**src/rtl/oddeven_seq_gen.sv**
```systemverilog
// oddeven_seq_gen
//
// Emits a burst of WIDTH-bit values that all share one parity (even or odd),
// stepping by 2 up or down with wrap-around modulo 2^WIDTH. Each value is
// offered on a valid/ready handshake. A start pulse in IDLE launches a burst;
// a one-cycle done pulse follows the final handshake.
//
// Ports
//   clk         rising-edge clock
//   rst_n       asynchronous active-low reset
//   start       burst request, honoured only in IDLE
//   parity_sel  0 = even stream, 1 = odd stream (captured on accepted start)
//   dir         0 = count up, 1 = count down (captured on accepted start)
//   count_len   burst length, 0 selects 2^(WIDTH-1) (captured on accepted start)
//   out_ready   downstream accepts out_data this cycle
//   out_valid   out_data holds a stream value
//   out_data    current stream value (registered)
//   out_last    out_data is the final value of the burst (registered)
//   busy        high while a burst is running or completing
//   done        one-cycle pulse after the final handshake

module oddeven_seq_gen #(
   parameter int unsigned WIDTH = 4
) (
   input  logic             clk,
   input  logic             rst_n,
   input  logic             start,
   input  logic             parity_sel,
   input  logic             dir,
   input  logic [WIDTH-1:0] count_len,
   input  logic             out_ready,
   output logic             out_valid,
   output logic [WIDTH-1:0] out_data,
   output logic             out_last,
   output logic             busy,
   output logic             done
);

   // Size of the full same-parity set; a count_len of 0 selects it.
   localparam logic [WIDTH-1:0] HalfSet = WIDTH'(1) << (WIDTH - 1);
   localparam logic [WIDTH-1:0] Step    = WIDTH'(2);

   typedef enum logic [1:0] {
      StIdle,
      StRun,
      StDone
   } state_e;

   state_e           state_q;
   logic             dir_q;
   logic [WIDTH-1:0] rem_q;

   logic [WIDTH-1:0] load_len;
   logic [WIDTH-1:0] first_val;
   logic [WIDTH-1:0] next_val;

   always_comb begin
      load_len  = (count_len == '0) ? HalfSet : count_len;
      // Up starts at the bottom of the set, down at the top; the LSB carries
      // the parity and stepping by 2 never disturbs it, so parity needs no
      // register of its own.
      first_val = dir ? {{(WIDTH - 1){1'b1}}, parity_sel}
                      : {{(WIDTH - 1){1'b0}}, parity_sel};
      next_val  = dir_q ? (out_data - Step) : (out_data + Step);
   end

   always_ff @(posedge clk or negedge rst_n) begin
      if (!rst_n) begin
         state_q   <= StIdle;
         dir_q     <= 1'b0;
         rem_q     <= '0;
         out_valid <= 1'b0;
         out_data  <= '0;
         out_last  <= 1'b0;
         busy      <= 1'b0;
         done      <= 1'b0;
      end else begin
         case (state_q)
            StIdle: begin
               done <= 1'b0;
               if (start) begin
                  dir_q     <= dir;
                  rem_q     <= load_len;
                  out_data  <= first_val;
                  out_last  <= (load_len == WIDTH'(1));
                  out_valid <= 1'b1;
                  busy      <= 1'b1;
                  state_q   <= StRun;
               end
            end

            StRun: begin
               if (out_ready) begin
                  if (out_last) begin
                     out_valid <= 1'b0;
                     out_last  <= 1'b0;
                     done      <= 1'b1;
                     rem_q     <= '0;
                     state_q   <= StDone;
                  end else begin
                     out_data <= next_val;
                     rem_q    <= rem_q - WIDTH'(1);
                     // Next value is last when two remain before this step.
                     out_last <= (rem_q == WIDTH'(2));
                  end
               end
            end

            StDone: begin
               done    <= 1'b0;
               busy    <= 1'b0;
               state_q <= StIdle;
            end

            default: begin
               out_valid <= 1'b0;
               out_last  <= 1'b0;
               busy      <= 1'b0;
               done      <= 1'b0;
               state_q   <= StIdle;
            end
         endcase
      end
   end

endmodule

```
**config.mk**
```make
export PLATFORM = sky130hd
export DESIGN_NAME = oddeven_seq_gen
export DESIGN_NICKNAME = d
export VERILOG_FILES = /design/src/rtl/oddeven_seq_gen.sv
export SDC_FILE = /design/constraint.sdc
export NUM_CORES = 1
export LEC_CHECK = 0
export CAP_MARGIN = 40
export CORE_UTILIZATION = 52
export CTS_CLUSTER_DIAMETER = 150
export DETAILED_ROUTE_END_ITERATION = 7
export PLACE_DENSITY = 0.87
export SLEW_MARGIN = 20
export SYNTH_ARGS = -nofsm -noshare
export SYNTH_HDL_FRONTEND = slang
export SYNTH_SLANG_ARGS = --single-unit
```
**constraint.sdc**
```tcl
create_clock -name clk -period 2.08 [get_ports clk]
set_input_delay 0.416 -clock clk [delete_from_list [all_inputs] [get_ports clk]]
set_output_delay 0.416 -clock clk [all_outputs]
set_load 0.02 [all_outputs]
```
* Word-level counts from Yosys, hierarchy flattened
Index checks and enable logic that the tools add are counted.
** Word-level totals
- Register bits after elaboration :: 15
- Output and inout port bits :: 8
- Logic and storage cells :: 59
** Operators by class
- $add $sub $neg :: 3
- Equality and inequality tests :: 8
- Mux-type cells :: 27
- Bitwise logic cells :: 2
- Reduce and logical (&&, ||, !) cells :: 11
** Operators with widths (number)
- $mux W4 :: 9
- $pmux W4 S2 :: 2
- $mux W1 :: 9
- $reduce_and A3 Y1 :: 3
- $ne A2 B2 Y1 const B :: 4
- $reduce_and A4 Y1 :: 2
- $mux W2 :: 3
- $pmux W1 S3 :: 2
- $reduce_and A2 Y1 :: 3
- $add A4 B2 Y4 const B :: 1
- $eq A4 B1 Y1 const B :: 1
- $eq A4 B2 Y1 const B :: 1
- $logic_not A4 Y1 :: 1
- $pmux W2 S2 :: 1
- $sub A4 B1 Y4 const B :: 1
- $sub A4 B2 Y4 const B :: 1
- $eq A2 B1 Y1 const B :: 1
- $eq A2 B2 Y1 const B :: 1
- $logic_not A2 Y1 :: 1
- $not A1 Y1 :: 2
- $pmux W1 S2 :: 1
- $reduce_bool A2 Y1 :: 1

* Longest topological paths before layout
- Depth in word-level cells :: 5
- Depth in mapped cells :: 5
- Depth with buffers taken out :: 5

* Worst setup path after synthesis
No wires, ideal clock.
- Kind :: register to register
- Start :: register out_data[1]
- End :: register out_data[3]
- Setup time :: 121 ps
- Arrival time :: 1460 ps
- Required time :: 1959 ps
- Setup slack :: 499 ps
- Cell stages (with the launch flop) :: 6
- Buffers on the path :: 0
- Cells stage by stage :: dfrtp_1 -> inv_1 -> fa_1 -> xor2_1 -> a2bb2oi_1 -> o22a_1
** On the way
- Longest elaborated chain between the ends :: 5
- Elaborated cells on any way between the ends :: 6
- Those cells by class :: add/sub: 2; mux: 4
** RTL lines
- start: declaration :: line 33 : output logic [WIDTH-1:0] out_data,
- start signal: assignment :: line 84 : out_data <= first_val;
- start signal: assignment :: line 101 : out_data <= next_val;
- $add A4 B2 Y4 / $sub A4 B2 Y4 (equally long branches) :: line 64 : next_val = dir_q ? (out_data - Step) : (out_data + Step);
- $mux W4 * :: line 64
- $mux W4 * :: line 94 : if (out_last) begin
- $mux W4 * :: line 93 : if (out_ready) begin
- $pmux W4 S2 * :: line 78 : case (state_q)
Every way passes the cells marked *; elsewhere a longest branch is shown, timed or not. The select of a mux whose other input is x is not followed.
A chain may end at the register's enable or synchronous reset.

* Final worst setup path
- Start :: register out_last
- End :: output out_last
** RTL lines
- start: declaration :: line 34 : output logic out_last,
- start signal: assignment :: line 85 : out_last <= (load_len == WIDTH'(1));
- start signal: assignment :: line 104 : out_last <= (rem_q == WIDTH'(2));
No word-level cell between the ends.

==> summary.md <==
| Metric | Value |
|---|---|
| Final Util | `a little over two thirds` |
| Die W | `42.4 µm` |
| Cell depth of the worst hold path | `1` |
| Synth area leader | `dfrtp_1` |
| Post-synthesis cell area | `848 µm²` |
| Critical path class | `flip-flop to output port` |
| Drt first pass iters | `4` |
| CP max-delay cell | `clkdlybuf4s50_1` |
| Slew margin rel. | `a little over half` |
| Largest net degree at the start of global routing | `17` |
| Total grt overflow | `0` |
| CTS Buf Count | `3` |
| CP Cell Sequence | `clkdlybuf4s50_1` |
| CTS resizes | `0` |
| Share of layout cells above drive strength 1 | `under 10%` |
| Crit. path cell count | `1` |
| Post-synth EDFFs | `0` |
| First-pass GRT wire length | `~3100 µm` |
| P_leak | `0.454 nW` |
| CP Data Required Time | `1.66 ns` |
| WL per Instance | `about 16 µm` |
| Dominant synthesized flop cell | `dfrtp_1` |
| Async set or reset register ratio after synthesis | `100%` |
| Standard-cell rows | `14` |
| Vias per cell | `a little over 6` |
| GPL Wtd Cong | `around 0.94` |
| Synth Warn # | `0` |
| Vias | `730` |
| Htree depth | `1` |
| Reg clk slew, reported paths | `0.09 ns` |
| Top post-synthesis cells by count | `dfrtp_1, inv_1, nor2_1` |
| Status | `finished, final reports clean` |
| HP Class | `flip-flop to flip-flop` |
| Post-Syn Instances | `84` |
| Worst Clk Skew | `around 0.003 ns` |
| Vias in the first global route | `663` |
| Post-CTS Hold Buffers | `0` |
| Max clock buf depth | `2` |
| Post-synthesis sequential area ratio | `44.2%` |
| Design Power | `0.00163 W` |
| Arr. time, crit path | `~1.4 ns` |
| Most frequent cell after synthesis | `dfrtp_1` |
| Fmax | `547 MHz` |
| Synth cell types | `36` |
| Final setup viols | `0` |
| Nets | `116` |
| Die Ht | `42.4 µm` |
| Worst path max stage delay | `~0.65 ns` |
| DRC | `0` |
| CTS tree | `yes` |
| Flops & latches, synth | `15` |
| GRT Overall Usage | `23.4%` |
| Syn Nets | `slightly below 100` |
| Slew @ Worst Pin | `between 0.7 and 0.8 ns` |
| Dominant cells by area after synthesis | `dfrtp_1, inv_1, nor4b_1` |
| Max IR drop VDD | `approximately 0.79 mV` |
| Startpoint types | `flip-flop` |
| Clk sinks | `15` |
| DIE AREA | `approximately 1800 µm²` |
| Post-CTS Setup Bufs | `0` |
| Drt initial violations | `26` |
| Post-DP HPWL | `1330 µm` |
| Layout area overhead | `24.5%` |
| Setup TNS | `0 ns` |
| Power density over the cells | `approximately 1500 nW/µm²` |
| IO Pins | `18` |
| N_diodes | `0` |
| CP Capture Type | `output port` |
| Worst Path Buf+Inv | `1` |
| Antenna violations before repair | `0` |
| Tmin final | `between 1.5 and 2 ns` |
| Maxcap violations | `0` |
| RSZ-0062 raised after global routing | `false` |
| I/O Buffers | `17` |
| Area share of the largest cell type after synthesis | `44.2%` |
| Final period utilization | `87.8%` |
| Final ANT Viol Nets | `0` |
| Worst Path Max Fanout | `8` |
| Final Max Slew Viols | `0` |
| Delay-heaviest family, CP | `buffers and inverters` |
| Initial Util | `56.3%` |
| Latest clock arrival within the worst-skew pair | `between 0.2 and 0.3 ns` |
| Routed wire length | `approximately 1900 µm` |
| Average size of a mapped cell | `approximately 10 µm²` |
| Fill count | `approximately 120` |
| Worst Reg-to-Reg Cells | `3` |
| Hold Vio Cnt, Final | `0` |
| Core Region | `1510 µm²` |
| Root buffer cell | `clkbuf_4` |
flip-flops by register name, summed over array words and instances (netlist names):
name and flops:
out_data 4, rem_q 4, state_q 2, busy 1
dir_q 1, done 1, out_last 1, out_valid 1
stage by stage:
| stage | hold slack [ns] | setup slack (ns) | std cells | instance area [µm²] |
|---|---|---|---|---|
| final | 0.494 | 0.253 | 118 | 1060 |
| after global routing | 0.519 | 0.195 | 118 | 1060 |
| after CTS | 0.499 | 0.247 | 118 | 1060 |
| after detailed placement | 0.479 | 0.115 | 114 | 1030 |
| after global placement | 0.467 | 0.140 | 114 | 1030 |
| after floorplan | 0.120 | 0.499 | 84 | 848 |
report_power, final:
part	internal [W]	total, W	leakage (nW)	switching [W]
clock	0.0000745	0.000168	0.0150	0.0000936
combinational	0.000445	0.000899	0.261	0.000454
sequential	0.000424	0.000567	0.178	0.000143
cell usage in the layout (no fill, tap or decap):
cell,n
o21ai_0,2
ha_1,2
nand4_1,1
or3_1,1
a211oi_1,2
nor2_1,6
a32oi_1,2
nor3b_2,1
clkbuf_1,1
o221ai_1,1
o21ai_1,2
nor3b_1,1
nor4b_1,3
o22a_1,1
buf_4,1
mux2_1,1
mux2i_1,2
and4bb_1,1
a2bb2oi_1,2
a22o_1,1
clkdlybuf4s50_1,17
mux2_4,1
xor2_1,1
nand2_1,2
inv_1,10
o2bb2ai_1,2
nor2b_1,3
fa_1,1
mux2_2,1
nand2b_1,1
clkbuf_4,3
dfrtp_1,15
o22ai_1,4
a21oi_1,3
a2111oi_0,1
or2_0,1
nor3_1,1
nand3b_1,1
routing by layer:
metal  GRT usage (%)  part of all wire (%)
met3            6.90                   6.2
met2            36.9                    47
met4            4.38                   1.3
met5               0                     0
met1            32.6                    46
layout make-up:
cell class                 count  area (µm²)  area share (%)
inverter                      10        37.5            3.55
clock buffer                   4        26.3            2.49
timing repair buffer          18         178            16.8
sequential                    15         375            35.5
multi-input combinational     55         419            39.7
tap                           16        20.0            1.90
final timing paths:
check / end / startpoint / slack, ns
setup / recovery: out_last / out_last$_DFFE_PN0P_ / 0.25
hold / removal: out_data[0]$_DFFE_PN0P_ / out_data[0]$_DFFE_PN0P_ / 0.49
max in group asynchronous: busy$_DFFE_PN0P_ / rst_n / 1.08
setup reg to reg: rem_q[0]$_DFFE_PN0P_ / state_q[0]$_DFFE_PN0P_ / 0.41
min in group asynchronous: rem_q[3]$_DFFE_PN0P_ / rst_n / 0.55
hold reg to reg: out_data[0]$_DFFE_PN0P_ / out_data[0]$_DFFE_PN0P_ / 0.49
cells by family (layout without fill, tap and decap cells):
family          Yosys count  after routing  share of synthesized area, %
simple gates             23             23                          17.1
fa+ha+maj                 3              3                          5.31
flops                    15             15                          44.2
mux                       5              5                          6.78
buf+inv                  14             32                          6.34
compound gates           23             23                          19.2
xor+xnor                  1              1                          1.03
Power figures use the tool's default switching activity.
